**config.mk**
```make
export PLATFORM = sky130hd
export DESIGN_NAME = program_sequencer_flat
export DESIGN_NICKNAME = d
export VERILOG_FILES = /design/src/rtl/program_sequencer_pkg.sv /design/src/rtl/program_sequencer_if.sv /design/src/rtl/program_sequencer_counter.sv /design/src/rtl/program_sequencer.sv /design/src/flat_wrapper.sv
export SDC_FILE = /design/constraint.sdc
export NUM_CORES = 1
export LEC_CHECK = 0
export BUFFER_PORTS_ARGS = -buffer_cell sky130_fd_sc_hd__buf_2
export CORE_ASPECT_RATIO = 1.25
export CORE_MARGIN = 2
export CORE_UTILIZATION = 61
export CTS_CLUSTER_SIZE = 25
export DETAILED_ROUTE_END_ITERATION = 8
export HOLD_SLACK_MARGIN = 0.06
export PLACE_DENSITY_LB_ADDON = 0.25
export SETUP_SLACK_MARGIN = 0.4
export SLEW_MARGIN = 15
export SYNTH_ARGS = -nofsm -noshare
export SYNTH_HDL_FRONTEND = slang
export SYNTH_SLANG_ARGS = --single-unit
```
**constraint.sdc**
```tcl
create_clock -name clk -period 3.34 [get_ports clk]
set_input_delay 1.002 -clock clk [delete_from_list [all_inputs] [get_ports clk]]
set_output_delay 1.002 -clock clk [all_outputs]
set_load 0.02 [all_outputs]
```
**src/rtl/program_sequencer_pkg.sv**
```systemverilog
// Shared types and defaults for the program sequencer: FSM state encoding,
// default sequence length / timeout, and the program-select width helper.
package seq_pkg;

  typedef enum logic [2:0] {
    IDLE = 3'd0,
    REQ  = 3'd1,
    RUN  = 3'd2,
    GAP  = 3'd3,
    FIN  = 3'd4
  } seq_state_t;

  localparam int SEQ_NUM_PROGS = 3;
  localparam int SEQ_TIMEOUT   = 100000;

  // A single program still needs a 1-bit select so the port never collapses.
  function automatic int sel_width(input int num_progs);
    return (num_progs > 1) ? $clog2(num_progs) : 1;
  endfunction

endpackage

```
**src/rtl/program_sequencer_if.sv**
```systemverilog
// Host/core bundle for the program sequencer: start/done inputs, the req pulse,
// per-program results, sequence status and a debug view of the FSM state.
interface program_sequencer_if #(
  parameter int NUM_PROGS = seq_pkg::SEQ_NUM_PROGS,
  parameter int CNT_W     = 32
);
  import seq_pkg::*;

  localparam int SEL_W = sel_width(NUM_PROGS);

  // req is a one-cycle launch pulse; the core answers by raising done as a level
  // and clears it when it sees the next req. done is only honoured in RUN, so a
  // stale level left over from the previous program is harmless.
  logic             start;
  logic             done;
  logic             req;
  logic [SEL_W-1:0] prog_sel;
  logic             busy;
  logic             result_valid;
  logic [CNT_W-1:0] result_cycles;
  logic             all_done;
  logic             timeout_err;
  seq_state_t       state;

  modport master (
    input  start, done,
    output req, prog_sel, busy, result_valid, result_cycles, all_done,
           timeout_err, state
  );

  modport slave (
    output start, done,
    input  req, prog_sel, busy, result_valid, result_cycles, all_done,
           timeout_err, state
  );

endinterface

```
**src/rtl/program_sequencer_counter.sv**
```systemverilog
// Run-length counter: synchronous clear and enable, asynchronous active-low
// reset, and a flag raised when the count sits one below the timeout.
module cycle_counter
  import seq_pkg::*;
#(
  parameter int CNT_W   = 32,
  parameter int TIMEOUT = SEQ_TIMEOUT
) (
  input  logic             clk,
  input  logic             reset,
  input  logic             clr_i,
  input  logic             en_i,
  output logic [CNT_W-1:0] count_o,
  output logic             at_limit_o
);

  localparam logic [CNT_W-1:0] LIMIT   = CNT_W'(TIMEOUT - 1);
  localparam logic [CNT_W-1:0] CNT_ONE = CNT_W'(1);

  logic [CNT_W-1:0] count_q;

  always_ff @(posedge clk or negedge reset) begin
    if (!reset) begin
      count_q <= '0;
    end else if (clr_i) begin
      count_q <= '0;
    end else if (en_i) begin
      count_q <= count_q + CNT_ONE;
    end
  end

  assign count_o    = count_q;
  assign at_limit_o = (count_q == LIMIT);

endmodule

```
**src/rtl/program_sequencer.sv**
```systemverilog
// Launches NUM_PROGS programs back-to-back on the core, measures each run
// length in cycles and aborts the sequence if a program exceeds TIMEOUT.
module program_sequencer
  import seq_pkg::*;
#(
  parameter int NUM_PROGS = SEQ_NUM_PROGS,
  parameter int CNT_W     = 32,
  parameter int TIMEOUT   = SEQ_TIMEOUT
) (
  input  logic                clk,
  input  logic                reset,
  program_sequencer_if.master bus
);

  localparam int               SEL_W     = sel_width(NUM_PROGS);
  localparam logic [SEL_W-1:0] LAST_SEL  = SEL_W'(NUM_PROGS - 1);
  localparam logic [SEL_W-1:0] SEL_ONE   = SEL_W'(1);
  localparam logic [CNT_W-1:0] CNT_ONE   = CNT_W'(1);
  localparam logic [CNT_W-1:0] TIMEOUT_C = CNT_W'(TIMEOUT);

  seq_state_t       state_q, state_d;
  logic [SEL_W-1:0] prog_sel_q, prog_sel_d;
  logic [CNT_W-1:0] result_cycles_q, result_cycles_d;
  logic             timeout_err_q, timeout_err_d;
  logic             req_q, busy_q, result_valid_q, all_done_q;

  logic [CNT_W-1:0] count;
  logic             at_limit;

  // Counter is held at zero outside RUN so every program starts counting from 0.
  cycle_counter #(
    .CNT_W   (CNT_W),
    .TIMEOUT (TIMEOUT)
  ) u_counter (
    .clk        (clk),
    .reset      (reset),
    .clr_i      (state_q != RUN),
    .en_i       (state_q == RUN),
    .count_o    (count),
    .at_limit_o (at_limit)
  );

  always_comb begin
    state_d         = state_q;
    prog_sel_d      = prog_sel_q;
    result_cycles_d = result_cycles_q;
    timeout_err_d   = timeout_err_q;
    unique case (state_q)
      IDLE, FIN: begin
        if (bus.start) begin
          state_d       = REQ;
          prog_sel_d    = '0;
          timeout_err_d = 1'b0;
        end
      end
      REQ: state_d = RUN;
      RUN: begin
        // done takes priority over the timeout when both land on the same cycle.
        if (bus.done) begin
          state_d         = GAP;
          result_cycles_d = count + CNT_ONE;
        end else if (at_limit) begin
          state_d         = FIN;
          timeout_err_d   = 1'b1;
          result_cycles_d = TIMEOUT_C;
        end
      end
      GAP: begin
        if (prog_sel_q == LAST_SEL) begin
          state_d = FIN;
        end else begin
          prog_sel_d = prog_sel_q + SEL_ONE;
          state_d    = REQ;
        end
      end
      default: state_d = IDLE;
    endcase
  end

  // Status outputs are flopped from the next state so they line up with state_q.
  always_ff @(posedge clk or negedge reset) begin
    if (!reset) begin
      state_q         <= IDLE;
      prog_sel_q      <= '0;
      result_cycles_q <= '0;
      timeout_err_q   <= 1'b0;
      req_q           <= 1'b0;
      busy_q          <= 1'b0;
      result_valid_q  <= 1'b0;
      all_done_q      <= 1'b0;
    end else begin
      state_q         <= state_d;
      prog_sel_q      <= prog_sel_d;
      result_cycles_q <= result_cycles_d;
      timeout_err_q   <= timeout_err_d;
      req_q           <= (state_d == REQ);
      busy_q          <= (state_d inside {REQ, RUN, GAP});
      result_valid_q  <= (state_d == GAP);
      all_done_q      <= (state_d == FIN);
    end
  end

  assign bus.req           = req_q;
  assign bus.prog_sel      = prog_sel_q;
  assign bus.busy          = busy_q;
  assign bus.result_valid  = result_valid_q;
  assign bus.result_cycles = result_cycles_q;
  assign bus.all_done      = all_done_q;
  assign bus.timeout_err   = timeout_err_q;
  assign bus.state         = state_q;

endmodule

```
**src/flat_wrapper.sv**
```systemverilog
// flat-port wrapper written by rule: the top's interface ports become plain ports
module program_sequencer_flat import seq_pkg::*;
#(
  parameter int NUM_PROGS = SEQ_NUM_PROGS,
  parameter int CNT_W     = 32,
  parameter int TIMEOUT   = SEQ_TIMEOUT
)
  (clk, reset, bus_start, bus_done, bus_req, bus_prog_sel, bus_busy, bus_result_valid, bus_result_cycles, bus_all_done, bus_timeout_err, bus_state);
  program_sequencer_if #(.NUM_PROGS(NUM_PROGS), .CNT_W(CNT_W)) bus_i ();
  input  logic clk;
  input  logic reset;
  input wire logic [$bits(bus_i.start)-1:0] bus_start;
  input wire logic [$bits(bus_i.done)-1:0] bus_done;
  output wire logic [$bits(bus_i.req)-1:0] bus_req;
  output wire logic [$bits(bus_i.prog_sel)-1:0] bus_prog_sel;
  output wire logic [$bits(bus_i.busy)-1:0] bus_busy;
  output wire logic [$bits(bus_i.result_valid)-1:0] bus_result_valid;
  output wire logic [$bits(bus_i.result_cycles)-1:0] bus_result_cycles;
  output wire logic [$bits(bus_i.all_done)-1:0] bus_all_done;
  output wire logic [$bits(bus_i.timeout_err)-1:0] bus_timeout_err;
  output wire logic [$bits(bus_i.state)-1:0] bus_state;
  assign bus_i.start = bus_start;
  assign bus_i.done = bus_done;
  assign bus_req = bus_i.req;
  assign bus_prog_sel = bus_i.prog_sel;
  assign bus_busy = bus_i.busy;
  assign bus_result_valid = bus_i.result_valid;
  assign bus_result_cycles = bus_i.result_cycles;
  assign bus_all_done = bus_i.all_done;
  assign bus_timeout_err = bus_i.timeout_err;
  assign bus_state = bus_i.state;
  program_sequencer #(.NUM_PROGS(NUM_PROGS), .CNT_W(CNT_W), .TIMEOUT(TIMEOUT)) u_core (.clk(clk), .reset(reset), .bus(bus_i));
endmodule
```
==> out/results.txt <==
I/O pin cnt = 46
arrival time worst endpoint = 2.69 ns
setup TNS = 0 ns
critical path startpoint category = flop
clock-pin slew on the worst setup and hold paths = 0.07 ns
Synth cell types = 34
Synth Area in Adders = 0.779%
EDFF count, synth = 0
reg2reg setup slack = 0.88 ns
Primary FF master, synth = dfrtp_1
largest family of logic cells by synthesized area = simple AND/OR/NAND/NOR gates
Ant. Diodes = 0
Post-synth top cells = 74 x dfrtp_1, 42 x nor2_1, 23 x o2bb2ai_1, 21 x xnor2_1, 15 x inv_1
Routed WL per cell = 17.1 microns
PortBufs = 45
placed cell count = 395
First DRT Iteration DRCs = 221
Final Hold Viols = 0
final instance area = 3750 sq um
Initial DRT Pass Iterations = 5
total chip power = 2.50 mW
root buffer cell = clkbuf_8
HP Class = flop to flop
post-synth top area cell = dfrtp_1
critical path, cell by cell = nand2_1 -> or4_1 -> nor4_2 -> a21oi_2 -> buf_4 -> a22o_1
Rows = 29
RSZ-0062 raised after global routing = no
FF+latch count, synth = 74
Overflow after GRT = 0
complex-gate fraction of the synthesized area = 10.3%
Placement Setup Slack = 0.868 ns
Total Routing Usage GR = 28.0%
CTS HTree Levels = 3
max-slew violation count = 0
PD cells = 668 nW/um^2
Post-Layout Cell Count = 411
Starting Density = 63.2%
via count = 2,459
final setup margin = 0.884 ns
Max Cap Violations = 0
CTS buffer count = 9
Top delay family on crit path = simple AND/OR/NAND/NOR gates
routed vias/inst = 5.98
status = finished, final reports clean
GP Congestion = 0.871
post-synthesis sequential area ratio = 57.7%
crit path kind = flop to flop
clock sink count = 74
final wirelength = 7.01 mm
Worst path max stage delay = 0.51 ns
peak supply drop = 588 uV
Static Leak = 1.71 nW
Worst path slowest cell = nor4_2
Core Footprint = 5080 sq um
slew margin rel. = 48.3%
placement-stage cell area = 3510 sq um
Post-CTS Hold Fix Bufs = 0
worst skew pair latency = 0.35 ns
post-synthesis simple-gate area fraction = 19.6%
CP bufs+invs = 1
DIE HEIGHT = 85.1 microns
post-route ant nets = 0
Mapped Area = 3210 sq um
share of the synthesized area in the top cell type = 57.7%
Fin Clk Skew = 0.00644 ns
antenna violations before repair = 0
count leader, synth = dfrtp_1
part of the cycle the worst path needs = 73.5%
CP max FO = 20
CTS tree = built
crit path capture type = flop
share of cells above drive strength 1 = 21.5%
Max Fclk = 0.407 GHz
Avg Cell Area, Syn = 10.8 sq um
fin nets = 350
DRC viols = 0
endpoints failing setup = 0
Area contributors post-synth = dfrtp_1 58%, o2bb2ai_1 6.3%, xnor2_1 5.7%
first-pass GRT wire length = 12.0 mm
fin crit period = 2.46 ns
Die ar. = 5860 sq um
CTS Buffer Depth = 2
Crit path required time = 3.58 ns
largest net degree at the start of global routing = 44
number of setup buffers added after CTS = 0
worst-margin pin slew = 0.768 ns
die width = 68.9 microns
mux share of post-synthesis cell area = 0%
CTS resizes = 0
number of global-route vias before repair = 2,452
Synth Instances = 296
post-synthesis xor/xnor area fraction = 8.18%
post-DP HPWL = 4.83 mm
layout filler cell count = 368
Net Count, Synth = 302
ys async rst share = 100%
Synth-to-Final Area Change = 16.7%
yosys warns = 0
==> area by class of cell <==
| type | instances | area, sq um | share of cell area, % |
|---|---|---|---|
| Sequential cell | 74 | 1850 | 49.4 |
| Multi-Input combinational cell | 194 | 1250 | 33.4 |
| Clock inverter | 4 | 72.6 | 1.94 |
| Timing Repair Buffer | 49 | 268 | 7.15 |
| Tap cell | 62 | 77.6 | 2.07 |
| Clock buffer | 12 | 165 | 4.41 |
| Inverter | 16 | 60.1 | 1.60 |
==> worst register-to-register path: stages (launching register included) <==
cell	delay [ns]
dfrtp_1	0.42
nand2_1	0.11
or4_1	0.49
nor4_2	0.51
a21oi_2	0.30
buf_4	0.31
a22o_1	0.20
==> state kept, by name, indices dropped and copies added (netlist names) <==
name and flops:
u_core.bus.all_done 1, u_core.bus.prog_sel 2, u_core.bus.result_cycles 32, u_core.bus.req 1, u_core.bus.state 3, u_core.bus.timeout_err 1, u_core.u_counter.count_o 32, u_core.bus.result_valid 1
u_core.bus.busy 1
==> report_power, final <==
part	internal (mW)	total, mW	switching (mW)
registers	0.998	1.09	0.0962
clock network	0.480	0.804	0.323
logic	0.194	0.606	0.413
total	1.67	2.50	0.832
==> routing by layer <==
layer	vias to the layer above	wire length, microns	global-route usage (%)
met4	0	146	13.0
li1	1138	-	-
met2	87	3520	43.3
met3	13	375	5.84
met5	-	0	0
met1	1221	2970	37.6
==> path summary, 6_finish.rpt <==
kind | from | cells after the start | end
worst min register to register | u_core.bus.result_cycles[12]$_DFFE_PN0P_ | 1 | u_core.bus.result_cycles[12]$_DFFE_PN0P_
min in group asynchronous | reset | 1 | u_core.bus.result_cycles[25]$_DFFE_PN0P_
worst max register to register | u_core.u_counter.count_o[9]$_DFF_PN0_ | 6 | u_core.bus.result_cycles[6]$_DFFE_PN0P_
worst max-delay path | u_core.u_counter.count_o[9]$_DFF_PN0_ | 6 | u_core.bus.result_cycles[6]$_DFFE_PN0P_
worst min-delay path | u_core.bus.result_cycles[12]$_DFFE_PN0P_ | 1 | u_core.bus.result_cycles[12]$_DFFE_PN0P_
max in group asynchronous | reset | 2 | u_core.u_counter.count_o[13]$_DFF_PN0_
==> cells in the final DEF, fill, tap and decap left out, types with 13 or more instances in the layout <==
cell type and n:
inv_1 15, buf_2 45, o2bb2ai_1 23, dfrtp_1 74, nand3_1 13, nor2_1 42, xnor2_1 21, nand2_1 14
nor4_1 13
==> through the flow <==
stage               hold slack, ns  util [%]
floorplan                    0.494         -
global placement             0.467      69.1
detailed placement           0.469      69.1
CTS                          0.490      73.8
global route                 0.498      73.8
finish                       0.482      73.8
==> logic make-up after synthesis <==
logic type / after synthesis
adder cells (fa/ha/maj): 2
flip-flops: 74
AO/OA/AOI/OAI: 41
XOR/XNOR: 30
AND/OR/NAND/NOR: 121
buffers and inverters: 28
No activity file was read; power rests on OpenSTA's default activity.
